[config.mk]
export PLATFORM = sky130hd
export DESIGN_NAME = pwm_multi_gen
export DESIGN_NICKNAME = d
export VERILOG_FILES = /design/src/rtl/pwm_multi_gen.sv
export SDC_FILE = /design/constraint.sdc
export NUM_CORES = 1
export LEC_CHECK = 0
export BUFFER_PORTS_ARGS = -buffer_cell sky130_fd_sc_hd__buf_2
export CAP_MARGIN = 20
export CORE_MARGIN = 4
export CORE_UTILIZATION = 50
export CTS_CLUSTER_SIZE = 30
export DETAILED_ROUTE_END_ITERATION = 8
export PLACE_DENSITY_LB_ADDON = 0.1
export SYNTH_ARGS = -nofsm -noshare
export SYNTH_HDL_FRONTEND = slang
export SYNTH_SLANG_ARGS = --single-unit
[constraint.sdc]
create_clock -name clk -period 2.1 [get_ports clk]
set_clock_uncertainty 0.1 [all_clocks]
set_input_delay 0.42 -clock clk [delete_from_list [all_inputs] [get_ports clk]]
set_output_delay 0.42 -clock clk [all_outputs]
set_load 0.03 [all_outputs]
[src/rtl/pwm_multi_gen.sv]
// rtl/pwm_multi_gen.sv - multi-generator PWM with prescaler, edge/centre counting and shadowed config
module pwm_multi_gen #(
    parameter int NUM_OUT = 8,
    parameter int NUM_GEN = 4,
    parameter int SEL_W   = 2,
    parameter int CNT_W   = 8,
    parameter int PRESC_W = 8
) (
    input  logic                     clk,
    input  logic                     rst,
    input  logic                     run,
    input  logic [NUM_OUT-1:0]       en_out,
    input  logic [NUM_OUT-1:0]       en_pwm_out,
    input  logic [NUM_OUT*SEL_W-1:0] out_sel,
    input  logic [NUM_OUT-1:0]       invert,
    input  logic [PRESC_W-1:0]       prescale,
    input  logic [CNT_W-1:0]         period,
    input  logic [NUM_GEN*CNT_W-1:0] duty,
    input  logic                     center,
    input  logic                     cfg_load,
    output logic                     load_pending,
    output logic                     period_start,
    output logic [NUM_OUT-1:0]       out
);

    localparam int SEL_N = 2 ** SEL_W;

    logic [PRESC_W-1:0]       psc;
    logic [CNT_W-1:0]         cnt;
    logic                     dir_down;
    logic [CNT_W-1:0]         p_act;
    logic [NUM_GEN*CNT_W-1:0] duty_act;
    logic                     center_act;

    logic                     tick;
    logic                     wrap;
    logic [CNT_W-1:0]         cnt_nxt;
    logic                     dir_nxt;
    logic [SEL_N-1:0]         pwm;
    logic [SEL_N-1:0]         sel_ok;
    logic [NUM_OUT-1:0]       out_nxt;

    assign tick = run && (psc == prescale);

    always_comb begin
        cnt_nxt = cnt;
        dir_nxt = dir_down;
        wrap    = 1'b0;
        if (tick) begin
            if (!center_act) begin
                if (cnt >= p_act) begin
                    cnt_nxt = '0;
                    wrap    = 1'b1;
                end else begin
                    cnt_nxt = cnt + 1'b1;
                end
            end else if (!dir_down) begin
                if (cnt < p_act) begin
                    cnt_nxt = cnt + 1'b1;
                end else if (p_act == '0) begin
                    // Degenerate centre period: stay at zero and wrap on every tick.
                    cnt_nxt = '0;
                    wrap    = 1'b1;
                end else begin
                    cnt_nxt = cnt - 1'b1;
                    dir_nxt = 1'b1;
                end
            end else begin
                if (cnt != '0) begin
                    cnt_nxt = cnt - 1'b1;
                end else begin
                    cnt_nxt = (p_act == '0) ? '0 : CNT_W'(1);
                    dir_nxt = 1'b0;
                    wrap    = 1'b1;
                end
            end
        end
    end

    // Unpopulated select codes compare as 0 and are flagged invalid for the output mux.
    for (genvar g = 0; g < SEL_N; g++) begin : g_gen
        if (g < NUM_GEN) begin : g_real
            assign pwm[g]    = (cnt < duty_act[g*CNT_W +: CNT_W]);
            assign sel_ok[g] = 1'b1;
        end else begin : g_none
            assign pwm[g]    = 1'b0;
            assign sel_ok[g] = 1'b0;
        end
    end

    for (genvar i = 0; i < NUM_OUT; i++) begin : g_out
        logic [SEL_W-1:0] sel;
        assign sel = out_sel[i*SEL_W +: SEL_W];
        always_comb begin
            out_nxt[i] = en_out[i];
            if (en_out[i] && en_pwm_out[i]) begin
                out_nxt[i] = sel_ok[sel] ? (pwm[sel] ^ invert[i]) : invert[i];
            end
        end
    end

    always_ff @(posedge clk) begin
        if (rst) begin
            psc          <= '0;
            cnt          <= '0;
            dir_down     <= 1'b0;
            p_act        <= '1;
            duty_act     <= '0;
            center_act   <= 1'b0;
            load_pending <= 1'b0;
            period_start <= 1'b0;
            out          <= '0;
        end else if (!run) begin
            // Stopped: active registers track the inputs directly.
            psc          <= '0;
            cnt          <= '0;
            dir_down     <= 1'b0;
            p_act        <= period;
            duty_act     <= duty;
            center_act   <= center;
            load_pending <= 1'b0;
            period_start <= 1'b0;
            out          <= out_nxt;
        end else begin
            psc          <= tick ? '0 : psc + 1'b1;
            period_start <= wrap;
            out          <= out_nxt;
            if (wrap && load_pending) begin
                p_act        <= period;
                duty_act     <= duty;
                center_act   <= center;
                cnt          <= '0;
                dir_down     <= 1'b0;
                load_pending <= 1'b0;
            end else begin
                cnt      <= cnt_nxt;
                dir_down <= dir_nxt;
                if (cfg_load) begin
                    load_pending <= 1'b1;
                end
            end
        end
    end

endmodule
# Yosys cells after proc, flatten, opt, wreduce, memory -nomap -nowiden
# Index checks and enable logic that the tools add are counted.
dict set report totals {
  output_inout_bits 10
  wordCells 125
  register_bits 68
  in_bits 93
}
dict set report classes {
  add_sub_neg 3
  n_reduce_logical 16
  eq_ne 2
  n_mux 72
  bitwise 9
  order_cmp 14
}
# op n
set ops {}
lappend ops {{32-bit 2-to-1 mux} 2}
lappend ops {{8-bit 2-to-1 mux} 8}
lappend ops {{1-bit 2-to-1 mux} 46}
lappend ops {{8-bit < comparator} 5}
lappend ops {{1-bit binary-select mux with 2-bit select} 16}
lappend ops {{2-bit by 3-bit < comparator with 1-bit output, second input constant} 8}
lappend ops {{8-bit by 1-bit adder with 8-bit output, second input constant} 2}
lappend ops {{1-bit logical AND} 10}
lappend ops {{8-bit == test} 1}
lappend ops {{8-bit greater-or-equal comparator} 1}
lappend ops {{8-bit zero test} 1}
lappend ops {{8-bit nonzero test} 1}
lappend ops {{8-bit by 1-bit subtractor with 8-bit output, second input constant} 1}
lappend ops {{1-bit bitwise XOR} 8}
lappend ops {{3-bit OR reduction} 2}
lappend ops {{2-bit by 1-bit != test with 1-bit output, second input constant} 1}
lappend ops {{2-bit AND reduction} 1}
lappend ops {{2-bit OR reduction} 1}
lappend ops {{1-bit inverter} 1}

# Logic depth before layout (Yosys ltp)
dict set report logic_depth {
  depth_word 9
  mapped_depth 9
  ltp_nobuf 8
}

# Least setup slack after synthesis
# OpenSTA, ideal clock, no wires.
dict set report synth_path {
  path_type {register to register}
  from {register cnt[0]}
  to {register center_act}
  path_buffers 1
  required_ns 1.928
  setup_time_ns 0.072
  stages_incl_launch_ff 10
  period_less_slack_ns 2.330
  t_arrival_ns 2.158
  setup_slack_ns -0.230
  path_cell_list {dfxtp_1 inv_1 ha_1 and4_1 a21oi_1 or2_2 a21oi_2 a31oi_1 buf_4 mux2i_1}
}
dict set report synth_via {
  elab_chain_len 7
  elab_cells_between_ends 11
  classes_between {order compare (2); eq/ne (1); mux (6); reduce/logical (2)}
}
# element line_no
set synth_rtl {}
lappend synth_rtl {{start, declared} 29} ;# logic [CNT_W-1:0] cnt;
lappend synth_rtl {{start signal, assigned} 136} ;# cnt <= cnt_nxt;
lappend synth_rtl {{8-bit < comparator / 8-bit nonzero test (equally long branches)} {58, 69}}
lappend synth_rtl {{1-bit 2-to-1 mux, on equally long branches} {58, 69}}
lappend synth_rtl {{1-bit 2-to-1 mux} 57} ;# end else if (!dir_down) begin
lappend synth_rtl {{1-bit 2-to-1 mux (*)} 50} ;# if (!center_act) begin
lappend synth_rtl {{1-bit 2-to-1 mux (*)} 49} ;# if (tick) begin
lappend synth_rtl {{1-bit logical AND (*)} 128} ;# if (wrap && load_pending) begin
lappend synth_rtl {{2-bit by 1-bit != test with 1-bit output (no source line) (*)} -}
lappend synth_rtl {{end signal, assigned} 120} ;# center_act <= center;
lappend synth_rtl {{end signal, assigned} 131} ;# center_act <= center;
lappend synth_rtl {{end, declared} 33} ;# logic center_act;
# Mark *: on every way between the ends. The rest lies on a longest branch, timed or not.
# A chain may end at the register's enable or synchronous reset.

# Worst setup path in the final report
dict set report layout_path {
  from {register cnt[1]}
  to {register out[2]}
}
dict set report layout_via {
  elab_chain_len 6
  elab_cells_between_ends 9
  classes_between {order compare (4); mux (4); bitwise (1)}
}
# element line_no
set layout_rtl {}
lappend layout_rtl {{8-bit < comparator} 83} ;# assign pwm[g] = (cnt < duty_act[g*CNT_W +: CNT_W]);
lappend layout_rtl {{1-bit binary-select mux with 2-bit select (*)} 97} ;# out_nxt[i] = sel_ok[sel] ? (pwm[sel] ^ invert[i]) : invert[i];
lappend layout_rtl {{1-bit 2-to-1 mux (not written as such) (*)} 97}
lappend layout_rtl {{1-bit bitwise XOR (*)} 97}
lappend layout_rtl {{1-bit 2-to-1 mux (*)} 97}
lappend layout_rtl {{1-bit 2-to-1 mux (*)} 96} ;# if (en_out[i] && en_pwm_out[i]) begin
lappend layout_rtl {{end signal, assigned} 123} ;# out <= out_nxt;
lappend layout_rtl {{end signal, assigned} 127} ;# out <= out_nxt;
lappend layout_rtl {{end, declared} 23} ;# output logic [NUM_OUT-1:0] out
# Mark *: on every way between the ends. The rest lies on a longest branch, timed or not. The select of a mux whose other input is x is not followed.

==> metrics.cfg <==
[outcome]
outcome=finished, violations left
failed_checks=setup timing

[flow_run]
max_cap_violations=0

[critical_path]
timing.rr.start=cnt[1]
cp_data_required_time_ns=2.29
crit_type=reg2reg
critical_path.endpoint_type=flop
r2r_setup_slack_ns=-0.27
critPathArrivalTime_ns=2.56
critical_path.reg2reg.endpoint=out[2]
r2r.worst_path.cells=6
critPathMaxFanout=8
setup.worst_path.start_class=flop

[detailed_routing]
detailedRoute.firstPassIterationCount=4
detail_route.drc_violations=0
dr_total_vias=4668
drt_iter0_drc=167
wire_per_inst_um=15.34
route.detailed.vias_per_inst=5.335
ant_nets=0
detail_route.wirelength_um=13420

[synthesis]
postSynthNetCount=703
multiplexer_share_of_the_synthesized_area_pct=11.97
synthSimpleGateAreaFrac_pct=26.16
post_synth_xor_area_fraction_pct=3.123
synthDominantAreaCellType=sky130_fd_sc_hd__dfxtp_1
synth_top_cells_by_area=sky130_fd_sc_hd__dfxtp_1, sky130_fd_sc_hd__mux2i_1, sky130_fd_sc_hd__nand2b_1, sky130_fd_sc_hd__ha_1, sky130_fd_sc_hd__inv_1
number_of_enable_type_register_cells_in_the_synthesized_netlist=0
synth_top_family_by_area=simple AND/OR/NAND/NOR gates
async_sr_flop_fraction_pct=0
synth_top_flop_cell=sky130_fd_sc_hd__dfxtp_1
yosysTopAreaCellShare_pct=28.55
synth.yosys.warnings=0
synth-seq-area-share_pct=28.55
synth.avg_cell_area_um2=8.365
syn_area_um2=4768
synth.distinct_cells=49
synthAdderAreaFrac_pct=10.50
ys_ff_latch=68
synthesized_area_fraction_occupied_by_ao_oa_aoi_and_oai_cells_pct=13.41
post_synth_inst_count=570

[worst_hold_path]
worst_hold_path_type=in2reg
whs_endpoint=out[2]
worstHoldStart=en_pwm_out[2]
holdPathStages=2

[cells_and_area]
area.growth.synth_to_final_pct=39.81
final_net_count=874
final_cells=875
antenna_cells_inserted=0
post_route_cells_drive_above_1_share_pct=35.39
num-fill-cells=731
design_area_um2=6666
finalCoreUtilization_pct=72.15

[clock_network]
h_tree_lvls=3
clkLatencyLatePin_ns=0.36
clock_tree.buffer_depth=2
clock_tree_from_tritoncts=yes
clkTransAtPathRegs_ns=0.09
cts_root_buffer=sky130_fd_sc_hd__clkbuf_8
cts_buffers=9
cts.sink_count=68

[die]
die_w_um=105.7
top_level_ports=103
core_region_area_um2=9240
floorplan.initialDensity_pct=51.60
vertical_die_dimension_um=105.7
number_of_placement_rows=35
total_die_area_um2=11160

[timing]
postLayoutSetupSlackWorst_ns=-0.2692
slew_headroom_pct=62.97
finalMaxSlewViolations=0
rsz0062_at_grt=yes
timing.final.hold_violations=0
period_minus_slack_ns=2.369
finalSetupViolations=59
layout_worst_path_cycle_share_pct=112.8
fmax_mhz=422.1
timing_worst_slew_pin_value_ns=0.5513

[global_route]
global_route_wire_length_before_repair_um=21800
number_of_global_route_vias_before_repair=4588
grt_overflow=0
pin_count_of_the_biggest_net_entering_global_routing=75
antenna_found_initial=0
gr-usage-all-layers_pct=24.02

[placement]
place_congestion=0.9177
dpl.cell_count=844
port_buffers=102
post-dp-hpwl_um=9645
dpl_cell_area_um2=6018
dp_slack_ns=-0.3644

[power_and_ir_drop]
power.leakage_nw=3.043
worst_ir_drop_vdd_mv=0.3149
pwr_density_cell_nw_per_um2=499.4

## registers in the layout, indices dropped and copies added (netlist names)
name	count
period_start	1
p_act	8
cnt	8
out	8
load_pending	1
duty_act	32
center_act	1
dir_down	1
psc	8
## critical path: stages, from the launching register on
cell and delay [ns]:
sky130_fd_sc_hd__dfxtp_4 0.44, sky130_fd_sc_hd__ha_4 0.22, sky130_fd_sc_hd__a2111o_2 0.60, sky130_fd_sc_hd__a311oi_2 0.28, sky130_fd_sc_hd__nor3_1 0.10, sky130_fd_sc_hd__or4b_1 0.47
sky130_fd_sc_hd__o211ai_1 0.09
## cell families after synthesis
kind of cell    Yosys count
compound gates           92
simple gates            221
xor+xnor                 17
buf+inv                  75
mux                      57
fa+ha+maj                40
flops                    68
## cell type report
cell class / count / area, um2 / share of cell area [%]
clock buffer: 10 / 137.6 / 2.065
clock inverter: 6 / 71.32 / 1.070
inverter: 54 / 202.7 / 3.041
multi-input combinational: 428 / 3487 / 52.31
sequential: 68 / 1378 / 20.66
tap: 129 / 161.4 / 2.421
timing repair buffer: 180 / 1229 / 18.43
## layer usage
metal  part of all wire, %  vias to the layer above  track usage (%)  routed length [um]
li1                      -                     2356                -                   -
met1                    45                     2161            31.33                6039
met2                    47                      127            40.21                6359
met3                   5.7                       24            5.205                 763
met4                   1.9                        0            6.198                 259
met5                     0                        -                0                   0
## cells in the final DEF (no fill, tap or decap), types with 6 or more instances in the layout
cell type,n
sky130_fd_sc_hd__buf_4,66
sky130_fd_sc_hd__o211ai_1,9
sky130_fd_sc_hd__mux2i_1,57
sky130_fd_sc_hd__a21oi_2,8
sky130_fd_sc_hd__or4b_1,8
sky130_fd_sc_hd__nor2_1,34
sky130_fd_sc_hd__xnor2_1,9
sky130_fd_sc_hd__nor3_1,22
sky130_fd_sc_hd__o21ai_0,21
sky130_fd_sc_hd__buf_6,6
sky130_fd_sc_hd__nand3_1,11
sky130_fd_sc_hd__buf_2,102
sky130_fd_sc_hd__dfxtp_1,57
sky130_fd_sc_hd__dfxtp_2,10
sky130_fd_sc_hd__clkbuf_8,10
sky130_fd_sc_hd__nor3b_1,9
sky130_fd_sc_hd__nand2b_1,85
sky130_fd_sc_hd__ha_1,35
sky130_fd_sc_hd__nand2_1,19
sky130_fd_sc_hd__a311oi_2,16
sky130_fd_sc_hd__and3_1,7
sky130_fd_sc_hd__inv_1,53
sky130_fd_sc_hd__xor2_1,8
## worst max-delay path by stage
| stage | from | to | cells after the start |
|---|---|---|---|
| finish | cnt[1] | out[2] | 6 |
| global route | cnt[7] | out[5] | 8 |
| CTS | cnt[1] | out[6] | 6 |
| detailed placement | p_act[7] | cnt[2] | 8 |
| global placement | p_act[7] | cnt[5] | 8 |
| floorplan | cnt[1] | out[0] | 6 |
## synth_stat cells, types with 3 or more instances
library cell / instances
sky130_fd_sc_hd__nand2b_1: 86
sky130_fd_sc_hd__or4b_1: 8
sky130_fd_sc_hd__nor2b_1: 3
sky130_fd_sc_hd__a31oi_1: 7
sky130_fd_sc_hd__nand2_1: 19
sky130_fd_sc_hd__a21oi_1: 13
sky130_fd_sc_hd__clkbuf_1: 12
sky130_fd_sc_hd__ha_1: 40
sky130_fd_sc_hd__nand3b_1: 3
sky130_fd_sc_hd__nor4_1: 6
sky130_fd_sc_hd__mux2i_1: 57
sky130_fd_sc_hd__nor3b_1: 9
sky130_fd_sc_hd__o21ai_0: 24
sky130_fd_sc_hd__buf_4: 4
sky130_fd_sc_hd__nor2_1: 38
sky130_fd_sc_hd__a2111o_1: 4
sky130_fd_sc_hd__and3_1: 8
sky130_fd_sc_hd__buf_2: 3
sky130_fd_sc_hd__a311oi_1: 16
sky130_fd_sc_hd__xor2_1: 8
sky130_fd_sc_hd__inv_1: 54
sky130_fd_sc_hd__nor3_1: 23
sky130_fd_sc_hd__o211ai_1: 9
sky130_fd_sc_hd__xnor2_1: 9
sky130_fd_sc_hd__dfxtp_1: 68
sky130_fd_sc_hd__nand3_1: 12
## timing repair
item	4_1_cts	5_1_grt
pin swaps	18	9
setup endpoints to repair	59	59
hold buffers	0	0
buffers inserted	10	0
gates resized for setup	45	11
cloned	4	1
## report_power, final
| group | switching, mW | internal [mW] |
|---|---|---|
| clock network | 0.596 | 0.589 |
| logic | 0.390 | 0.364 |
| registers | 0.0345 | 1.36 |
## metrics by stage
stage / setup TNS, ns / power [mW] / hold WS, ns
2_1_floorplan: -0.5857 / 1.848 / 0.3519
3_3_place_gp: -13.34 / 2.089 / 0.3618
3_5_place_dp: -13.73 / 2.106 / 0.3703
4_1_cts: -10.34 / 3.343 / 0.1531
5_1_grt: -17.41 / 3.477 / 0.1512
6_report: -11.45 / 3.329 / 0.1626
(Power assumes the default switching activity.)
